### src/rtl/branch_flush_ctrl_pkg.sv
// Shared pipeline definitions for the branch flush controller: state encoding,
// counter width and the delay-slot nullify rule.
package branch_flush_ctrl_pkg;

  localparam int CNT_W = 16;

  typedef enum logic {
    IDLE    = 1'b0,
    NULL_DS = 1'b1
  } state_t;

  function automatic logic calc_taken(input logic j, input logic uncond);
    return uncond | j;
  endfunction

  // Forward taken and backward not-taken branches with N set squash the delay slot.
  function automatic logic calc_nullify(input logic n, input logic taken,
                                        input logic uncond, input logic disp_neg);
    return n & ((taken & (uncond | ~disp_neg)) | (~taken & ~uncond & disp_neg));
  endfunction

endpackage

### src/rtl/branch_flush_ctrl_sat_counter16.sv
// Event counter with enable and synchronous increment that holds at all-ones
// instead of wrapping.
module sat_counter16
  import branch_flush_ctrl_pkg::*;
(
  input  logic             clk,
  input  logic             rst_n,
  input  logic             en,
  output logic [CNT_W-1:0] cnt
);

  always_ff @(posedge clk or negedge rst_n) begin
    if (!rst_n) begin
      cnt <= '0;
    end else if (en && (cnt != '1)) begin
      cnt <= cnt + CNT_W'(1);
    end
  end

endmodule

### src/rtl/branch_flush_ctrl.sv
// Branch redirect and delay-slot squash control for the EX stage, with
// saturating statistics for taken branches and nullified delay slots.
//
//   state   | meaning
//   IDLE    | no squash pending; a branch in EX may be accepted
//   NULL_DS | delay-slot instruction in ID is being squashed; branches ignored
module branch_flush_ctrl
  import branch_flush_ctrl_pkg::*;
(
  input  logic             CLK,
  input  logic             RST_N,
  input  logic             BR_VALID,
  input  logic             J,
  input  logic             UNCOND,
  input  logic             N,
  input  logic             DISP_NEG,
  input  logic [31:0]      TA,
  input  logic             STALL,
  output logic             PC_SEL,
  output logic [31:0]      TA_OUT,
  output logic             NULLIFY_DS,
  output logic [CNT_W-1:0] TAKEN_CNT,
  output logic [CNT_W-1:0] NULL_CNT
);

  state_t      state_q;
  state_t      state_nxt;
  logic        taken;
  logic        nullify;
  logic        accept;
  logic        inc_taken;
  logic        inc_null;
  logic        pc_sel_nxt;
  logic [31:0] ta_nxt;

  assign taken   = calc_taken(J, UNCOND);
  assign nullify = calc_nullify(N, taken, UNCOND, DISP_NEG);
  assign accept  = BR_VALID & ~STALL & (state_q == IDLE);

  always_ff @(posedge CLK or negedge RST_N) begin
    if (!RST_N) begin
      state_q    <= IDLE;
      PC_SEL     <= 1'b0;
      TA_OUT     <= 32'h0;
      NULLIFY_DS <= 1'b0;
    end else begin
      state_q    <= state_nxt;
      PC_SEL     <= pc_sel_nxt;
      TA_OUT     <= ta_nxt;
      NULLIFY_DS <= (state_nxt == NULL_DS);
    end
  end

  always_comb begin
    state_nxt  = state_q;
    // A pending redirect survives a stall so the fetch unit cannot miss it.
    pc_sel_nxt = PC_SEL & STALL;
    ta_nxt     = TA_OUT;
    inc_taken  = 1'b0;
    inc_null   = 1'b0;
    case (state_q)
      IDLE: begin
        if (accept) begin
          if (taken) begin
            pc_sel_nxt = 1'b1;
            ta_nxt     = TA;
            inc_taken  = 1'b1;
          end
          if (nullify) begin
            state_nxt = NULL_DS;
            inc_null  = 1'b1;
          end
        end
      end
      NULL_DS: begin
        if (!STALL) begin
          state_nxt = IDLE;
        end
      end
      default: state_nxt = IDLE;
    endcase
  end

  sat_counter16 u_taken_cnt (
    .clk   (CLK),
    .rst_n (RST_N),
    .en    (inc_taken),
    .cnt   (TAKEN_CNT)
  );

  sat_counter16 u_null_cnt (
    .clk   (CLK),
    .rst_n (RST_N),
    .en    (inc_null),
    .cnt   (NULL_CNT)
  );

endmodule

### config.mk
export PLATFORM = sky130hd
export DESIGN_NAME = branch_flush_ctrl
export DESIGN_NICKNAME = d
export VERILOG_FILES = /design/src/rtl/branch_flush_ctrl_pkg.sv /design/src/rtl/branch_flush_ctrl_sat_counter16.sv /design/src/rtl/branch_flush_ctrl.sv
export SDC_FILE = /design/constraint.sdc
export NUM_CORES = 1
export LEC_CHECK = 0
export ABC_AREA = 0
export CAP_MARGIN = 10
export CORE_ASPECT_RATIO = 1.1
export CORE_MARGIN = 3
export CORE_UTILIZATION = 35
export DETAILED_ROUTE_END_ITERATION = 8
export SKIP_CTS_REPAIR_TIMING = 1
export SKIP_LAST_GASP = 1
export SLEW_MARGIN = 20
export SYNTH_ARGS = -nofsm -noshare
export SYNTH_HDL_FRONTEND = slang
export SYNTH_HIERARCHICAL = 1
export SYNTH_SLANG_ARGS = --single-unit
### constraint.sdc
create_clock -name CLK -period 2.2 [get_ports CLK]
set_input_delay 0.44 -clock CLK [delete_from_list [all_inputs] [get_ports CLK]]
set_output_delay 0.44 -clock CLK [all_outputs]
set_load 0.1 [all_outputs]
==> impl_metrics.ini <==
[floorplanning]
ios = 106
dieWidth_um = 95.0
design.die.area_sq_mm = 0.00987
dieHeight_um = 104
core_sq_mm = 0.00841
start_util_pct = 36.3
rows = 35

[sta]
fmax_mhz = 483
fin_setup_tns_ps = 0
min_period_ps = 2070
fin_crit_sh_pct = 94.1
rsz0062_at_grt = false
maxSlewHeadroom_pct = 75.1
clock_skew_ps = 9.28
final_hold_viol_count = 0
worstMarginPinSlew_ps = 373
drv_slew = 0
setup_violations = 0

[grt]
grt_pass1_wl_um = 11700
grt.total_usage_pct = 15.2
antenna_found_initial = 0
gr-total-overflow = 0
grt_pass1_vias = 2383
grt_max_degree = 67

[pwr]
p_per_area_mw_per_mm2 = 1170
seq_power_share_pct = 32.7
switching_share_pct = 50.4
clkPwrFrac_pct = 19.4
power.switching_mw = 2.56
p_leak_nw = 1.95
internal-power_mw = 2.52
ir_worst_vdd_mv = 0.942
pwr-share-comb_pct = 47.9

[yosys]
postSynthAreaPerCell_sq_um = 13.4
ys_top_cells_by_area = dfrtp_1 (54%), mux2_2 (11%), nand4_1 (3.5%)
synthDistinctLibCells = 40
synth_area_sq_mm = 0.00305
yosysMostFrequentCell = dfrtp_1
ys_ff_latch = 66
yosysWarnings = 6
synthTopCellsByCount = dfrtp_1 (66), mux2_2 (30), nand4_1 (17)
synthArstFlopShare_pct = 100
synth_nets = 269
yosysTopAreaCellShare_pct = 54.2
synthFlopType = dfrtp_1
synth_edf_count = 0
synth_top_cell_by_area = dfrtp_1
synth_cells = 227
yosysSeqAreaShare_pct = 54.2

[layout]
utilization_pct = 51.8
fill_cells = 759
num_antenna_cells = 0
drive_gt1_share_pct = 42.7
nets = 396
area_delta_synth_final_pct = 42.7

[worst_setup_path]
path_max_fanout = 21
endpoint_kind = flip-flop
cp.required_ps = 2430
cp-start-kind = input port
arrival_ps = 2300
criticalPathCategory = input port to flip-flop

[run]
drv_cap = 0

[routing]
wl_um = 6960
drt-initial-drc-count = 67
drcViolationCount = 0
drt-pass1-iter-count = 4
wl_per_cell_um = 14.8
via_per_inst = 4.97
num_vias = 2330
ant_nets = 0

[placement]
portBuffers = 105
place.gp.congestion = 0.812
dp_hpwl_um = 5160

[min_path]
hold_class = input port to async pin

[clocking]
clk_latency_ps = 340
clk_pin_slew_ps = 70
cts_buffers = 9
cts_tree = built
cts_buffer_depth = 2
htreeDepth = 3
cts.sinks = 66
cts-root-buf = clkbuf_8

[status]
status = complete, no violations
[sequential cells by signal, indices dropped and copies added (netlist names)]
signal and cells:
state_q 1, TA_OUT 32, PC_SEL 1, u_taken_cnt/cnt 16
u_null_cnt/cnt 16
[cell type report]
class	instances	area (sq um)	area share (%)
Timing Repair Buffer	120	1010	23.1
Clock inverter	3	40.0	0.920
Multi-Input combinational cell	157	1360	31.3
Sequential cell	66	1660	38.1
Clock buffer	12	145	3.34
Tap cell	111	139	3.19
[cell usage in the layout, fill, tap and decap left out, drive strengths merged]
master,n
a21oi,6
or3b,1
nor2,12
and3,5
nor3,2
nand3,15
dfrtp,66
nand2,8
and4b,1
xor2,5
ha,2
nand2b,1
o21ai,4
clkdlybuf4s50,38
xnor2,10
o21a,8
o31ai,2
nand4,20
a21o,1
nor4,4
clkinv,2
o211ai,1
clkbuf,12
a32oi,2
bufinv,1
and4,5
mux2,35
a31oi,5
buf,82
a41oi,2
[power by group through the flow]
| stage | Sequential (mW) | Combinational (mW) | Clock (mW) |
|---|---|---|---|
| after floorplan | 3.24 | 0.300 | 0 |
| after global routing | 1.70 | 2.51 | 1.08 |
| after global placement | 1.68 | 2.44 | 0 |
| after detailed placement | 1.68 | 2.45 | 0 |
| after CTS | 1.67 | 2.46 | 1.02 |
| final | 1.66 | 2.44 | 0.985 |
[path summary, 6_finish.rpt]
path / depth (start not counted) / endpoint / from / slack [ps]
setup / recovery: 6 / TA_OUT[31] / STALL / 130
hold / removal: 2 / u_null_cnt/cnt[6] / RST_N / 100
setup reg to reg: 5 / TA_OUT[31] / state_q / 200
hold reg to reg: 1 / PC_SEL / PC_SEL / 480
max in group asynchronous: 2 / state_q / RST_N / 1780
min in group CLK: 1 / PC_SEL / PC_SEL / 480
[kinds of logic (layout without fill, tap and decap cells)]
logic type                 after synthesis  after routing  synth area share, %
and+or+nand+nor                         74             74                 18.6
xor gates and xnor gates                15             15                 4.31
AOI/OAI and AO/OA                       31             31                 7.67
DFF                                     66             66                 54.2
buffers and inverters                    4            135                 1.23
muxes                                   35             35                 13.2
adders and majority gates                2              2                0.821
[through the flow]
stage / std cells / area (sq um) / setup WS (ps) / hold WS [ps] / power [mW]
2_1_floorplan: 227 / 3060 / -85.9 / 144 / 3.54
3_3_place_gp: 454 / 4170 / -230 / 467 / 4.12
3_5_place_dp: 454 / 4170 / -244 / 478 / 4.14
4_1_cts: 469 / 4350 / 128 / 114 / 5.14
5_1_grt: 469 / 4350 / 9.85 / 122 / 5.29
6_report: 469 / 4350 / 129 / 98.7 / 5.09
[worst max-delay path: stages]
cell and delay, ps:
clkdlybuf4s50_1 420, or3b_4 410, buf_4 150, nor2_4 170, buf_4 320, mux2_2 380
[layer usage]
layer,track usage [%],vias to the layer above,share of wire (%)
met1,18.4,1119,43
met5,0,-,0
met3,4.05,14,7.0
met4,8.04,0,2.9
li1,-,1116,-
met2,24.2,81,47
No activity file was read; power rests on OpenSTA's default activity.
